<file path="src/rtl/fetch_prefetch_buffer.sv">
`default_nettype none
// ---------------------------------------------------------------------------
// fetch_prefetch_buffer : fetch stage with a single-outstanding memory port,
// a small {PC, instruction} prefetch FIFO and the IF/ID pipeline register.
// Revision 1.0
// ---------------------------------------------------------------------------
module fetch_prefetch_buffer #(
   parameter int          DEPTH    = 4,
   parameter logic [31:0] RESET_PC = 32'h0000_0000
) (
   input  logic        clk,
   input  logic        rst,
   output logic        imem_req,
   output logic [31:0] imem_addr,
   input  logic        imem_ack,
   input  logic [31:0] imem_rdata,
   input  logic        PCSrcE,
   input  logic [31:0] PCTarget,
   input  logic        stall,
   output logic [31:0] IF_ID_IR,
   output logic [31:0] IF_ID_PC,
   output logic        IF_ID_valid
);

   localparam int          PW  = $clog2(DEPTH);
   localparam int          CW  = PW + 1;
   localparam logic [31:0] NOP = 32'h0000_0013;

   logic [31:0]   fifo_pc [DEPTH];
   logic [31:0]   fifo_ir [DEPTH];
   logic [PW-1:0] rd_ptr;
   logic [PW-1:0] wr_ptr;
   logic [CW-1:0] count;
   logic [31:0]   fetch_pc;
   logic          outstanding;
   logic          discard;

   logic          ack_ok;
   logic          pop;
   logic          push;
   logic          still_pending;
   logic          issue;
   logic [CW-1:0] count_nx;
   logic [31:0]   fetch_pc_nx;
   logic          discard_nx;

   // Acks with nothing in flight (e.g. straggling across a reset) are ignored.
   assign ack_ok        = imem_ack & outstanding;
   assign pop           = ~PCSrcE & ~stall & (count != '0);
   assign push          = ack_ok & ~discard & ~PCSrcE;
   assign still_pending = outstanding & ~ack_ok;
   assign count_nx      = PCSrcE ? '0 : (count + CW'(push) - CW'(pop));
   assign issue         = ~still_pending & (count_nx < CW'(DEPTH));
   assign discard_nx    = PCSrcE ? still_pending : (discard & ~ack_ok);

   always_comb begin
      fetch_pc_nx = fetch_pc;
      if (PCSrcE)
         fetch_pc_nx = PCTarget & 32'hFFFF_FFFC;
      else if (push)
         fetch_pc_nx = imem_addr + 32'd4;
   end

   assign imem_req = outstanding;

   always_ff @(posedge clk) begin
      if (push) begin
         fifo_pc[wr_ptr] <= imem_addr;
         fifo_ir[wr_ptr] <= imem_rdata;
      end
   end

   always_ff @(posedge clk or negedge rst) begin
      if (!rst) begin
         outstanding <= 1'b0;
         imem_addr   <= RESET_PC;
         fetch_pc    <= RESET_PC;
         discard     <= 1'b0;
         count       <= '0;
         rd_ptr      <= '0;
         wr_ptr      <= '0;
         IF_ID_IR    <= NOP;
         IF_ID_PC    <= 32'h0000_0000;
         IF_ID_valid <= 1'b0;
      end else begin
         // A request redirected away stays on the bus at its old address.
         outstanding <= still_pending | issue;
         if (issue)
            imem_addr <= fetch_pc_nx;
         fetch_pc <= fetch_pc_nx;
         discard  <= discard_nx;
         count    <= count_nx;
         rd_ptr   <= PCSrcE ? '0 : rd_ptr + PW'(pop);
         wr_ptr   <= PCSrcE ? '0 : wr_ptr + PW'(push);

         if (PCSrcE) begin
            IF_ID_IR    <= NOP;
            IF_ID_valid <= 1'b0;
         end else if (!stall) begin
            if (pop) begin
               IF_ID_IR    <= fifo_ir[rd_ptr];
               IF_ID_PC    <= fifo_pc[rd_ptr];
               IF_ID_valid <= 1'b1;
            end else begin
               IF_ID_IR    <= NOP;
               IF_ID_valid <= 1'b0;
            end
         end
      end
   end

endmodule
`default_nettype wire

</file>
<file path="config.mk">
export PLATFORM = sky130hd
export DESIGN_NAME = fetch_prefetch_buffer
export DESIGN_NICKNAME = d
export VERILOG_FILES = /design/src/rtl/fetch_prefetch_buffer.sv
export SDC_FILE = /design/constraint.sdc
export NUM_CORES = 1
export LEC_CHECK = 0
export CAP_MARGIN = 20
export CORE_MARGIN = 2
export CORE_UTILIZATION = 40
export DETAILED_ROUTE_END_ITERATION = 8
export DONT_BUFFER_PORTS = 1
export SYNTH_ARGS = -nofsm -noshare
export SYNTH_HDL_FRONTEND = slang
export SYNTH_SLANG_ARGS = --single-unit
</file>
<file path="constraint.sdc">
create_clock -name clk -period 7.2 [get_ports clk]
set_clock_uncertainty 0.1 [all_clocks]
set_input_delay 0.72 -clock clk [delete_from_list [all_inputs] [get_ports clk]]
set_output_delay 0.72 -clock clk [all_outputs]
set_load 0.03 [all_outputs]
</file>
==> results.yml <==
critical_path:
  cp_common_cell: "buf_4"
  critPathCaptureType: "flip-flop"
  worstSetupPathType: "flip-flop to flip-flop"
  startpoint: "imem_req"
  reg2reg_slack_ns: 3.06
  critPathRequiredTime_ns: 7.56
  critPathMaxStageDelay_ns: 0.59
  rr_worst_depth: 14
  path_buf_inv: 5
  setup.worst_path.start_class: "flip-flop"
  arrival_ns: 4.50
  timing.rr.end: "imem_addr[8]"
  crit_end: "imem_addr[8]"
  crit_path_cell_trace: "nand3b_1 -> buf_4 -> nor2_1 -> buf_4 -> inv_1 -> ha_1 -> inv_1 -> ha_1 -> fa_1 -> xor3_1 -> nor2_1 -> nor2b_4 -> buf_4 -> mux2_2"
  crit_cells: 14
  reg2reg_from: "imem_req"
  crit_family: "buffers and inverters"
  cpMaxStageDelayCell: "dfrtp_1"
  crit_fanout: 44
cts:
  clockRootBuffer: "clkbuf_16"
  clk_pin_slew_ns: 0.06
  clock_latency_ns: 0.58
  cts_resized: 0
  numCtsBuffers: 43
  htreeDepth: 2
  clock-sinks: 394
  post-cts-setup-buffers: 0
  cts_max_path_buffers: 3
  cts_tree: "built"
synth:
  seq_area_frac_synth_pct: 71.4
  post_synth.cell_area_avg_um2: 15.6
  synth_seq_cells: 394
  synth.distinct_cells: 62
  yosys_warnings: 0
  syn_area_mm2: 0.0156
  yosys.area.top_type_share_pct: 49.2
  ys_async_sr_fraction_pct: 35.0
  syn_inst: 999
  synth_area_leaders: "edfxtp_1 49%, dfrtp_1 22%, mux4_2 9.2%, nand2_1 4.2%, a22o_1 1.6%"
  synth-edff-count: 256
  synth_top_cell_by_area: "edfxtp_1"
  synth_nets: 1074
  synth_ff_type: "edfxtp_1"
finish:
  layout_commonest_cell: "edfxtp_1"
  fin_nets: 1081
  area_delta_synth_final_pct: 12.9
  drive_gt1_share_pct: 16.8
  final_core_util_pct: 45.7
  final_cell_mix: "256 x edfxtp_1, 175 x nand2_1, 133 x dfrtp_1, 64 x mux4_2, 44 x clkbuf_16"
floorplan:
  die_w_um: 202
  core-area_mm2: 0.0386
  start_util_pct: 40.5
  die_h_um: 202
  fp-row-count: 72
  io-pin-count: 167
  die-area_mm2: 0.0406
drt:
  viasPerCell: 5.55
  detail_route.wl_per_cell_um: 23.8
  dr.first_iter.drc_count: 533
  routed_wl_um: 37200
  dr_total_vias: 8648
  drc: 0
  first_pass_iters: 7
  postRouteAntennaNets: 0
sta:
  tns_ns: 0
  fin_crit_ns: 4.14
  worst_slew_pin_slew_ns: 1.04
  clock.fmax_mhz: 242
  slew_headroom_pct: 30.6
  timing.final.crit_share_pct: 57.5
  rsz0062_at_grt: "false"
  finalHoldViolCount: 0
  setup_viol: 0
  slew_viol_final: 0
pwr:
  p_leak_nw: 6.39
  powerDensity_mw_per_mm2: 387
  p_int_mw: 4.54
  netSwitchingFraction_pct: 33.4
  irDropWorstVdd_mv: 0.272
  power.switching_mw: 2.28
  comb_power_share_pct: 14.0
  p_clk_share_pct: 31.8
  pwr-share-seq_pct: 54.2
global_routing:
  antenna_found_initial: 0
  grt_usage_pct: 18.7
  grt_start_max_net_pins: 139
  grt_first_pass_wirelength_um: 57100
  gr-total-overflow: 0
  grt_pass1_vias: 9004
status:
  status: "completed"
run:
  cap_violations: 0
place:
  routabilityCongestion: 0.770
  numPortBuffers: 0
  hpwl_um: 20900
min_path:
  hp-class: "input pin to async pin"
==> sequential cells by signal, indices dropped and copies added (netlist names) <==
| name | count |
|---|---|
| count | 3 |
| fifo_ir | 128 |
| fetch_pc | 32 |
| IF_ID_PC | 32 |
| discard | 1 |
| fifo_pc | 128 |
| wr_ptr | 2 |
| IF_ID_valid | 1 |
| rd_ptr | 2 |
| imem_req | 1 |
| IF_ID_IR | 32 |
| imem_addr | 32 |
==> what timing repair did <==
item / in CTS / in global routing
endpoints found under the setup margin: 0 / 0
hold endpoints to repair: 138 / 0
hold buffers: 1 / 0
==> synthesized netlist by cell type (all sizes together) (6+ instances only) <==
cell type and instances:
inv 9, xor2 10, nor2b 6, mux4 64
a31oi 8, edfxtp 256, dfrtp 135, and3 11
buf 15, o21ai 30, nor3 10, nand4 7
nand2 175, xnor2 12, or3 7, a22o 29
a2bb2oi 6, nor2 39, a21oi 29, mux2 7
nor4 8, clkbuf 39, nand3 15, and4 7
==> routing by layer <==
metal	GRT usage (%)	vias to the layer above	routed length, um
met3	6.01	51	2760
met4	5.78	0	806
li1	-	3822	-
met1	24.4	4537	16000
met2	29.9	238	17600
met5	0	-	0
==> layout make-up <==
type | count | area [um2]
clock inverter | 17 | 173
antenna | 1 | 2.50
sequential | 394 | 11200
inverter | 9 | 33.8
timing repair buffer | 16 | 160
clock buffer | 62 | 1210
multi-input combinational | 542 | 4250
tap | 518 | 648
fill | 3437 | 20900
==> cell families after synthesis <==
family                   Yosys count  synth area share [%]
AO/OA/AOI/OAI                    140                  6.28
XOR/XNOR                          23                  1.39
adder cells (fa/ha/maj)            6                 0.529
buffers and inverters             63                  1.61
flip-flops                       394                  71.4
multiplexers                      75                  9.99
AND/OR/NAND/NOR                  298                  8.82
==> power groups by stage <==
stage / Combinational, mW / Clock (mW) / Sequential (mW)
finish: 0.954 / 2.17 / 3.70
global route: 1.07 / 2.31 / 3.76
CTS: 0.962 / 2.22 / 3.71
detailed placement: 0.938 / 0 / 3.76
global placement: 0.914 / 0 / 3.73
floorplan: 0.776 / 0 / 3.52
==> worst reg2reg max path, cell delays in order (launching register included) <==
cell      delay [ns]
dfrtp_1         0.59
nand3b_1        0.12
buf_4           0.25
nor2_1          0.13
buf_4           0.25
inv_1           0.31
ha_1            0.38
inv_1           0.04
ha_1            0.18
fa_1            0.38
xor3_1          0.24
nor2_1          0.10
nor2b_4         0.11
buf_4           0.45
mux2_2          0.42
==> stage by stage <==
step	cell area, um2	total power, mW	setup slack (ns)	cells	hold slack [ns]
2_1_floorplan	15600	4.29	0.246	999	0.324
3_3_place_gp	16200	4.65	3.06	1477	0.327
3_5_place_dp	16200	4.69	3.01	1477	0.329
4_1_cts	17600	6.89	3.10	1557	0.0664
5_1_grt	17600	7.14	2.77	1558	0.0859
6_report	17600	6.82	3.06	1559	0.0118
==> how the worst min path moves through the flow <==
stage	from	endpoint	slack (ns)
CTS	rst	IF_ID_IR[23]	0.07
global placement	rst	IF_ID_IR[9]	0.33
global route	rst	IF_ID_IR[27]	0.09
finish	rst	IF_ID_IR[7]	0.01
detailed placement	rst	IF_ID_IR[3]	0.33
floorplan	rst	IF_ID_IR[10]	0.32
No activity file was read; power rests on OpenSTA's default activity.
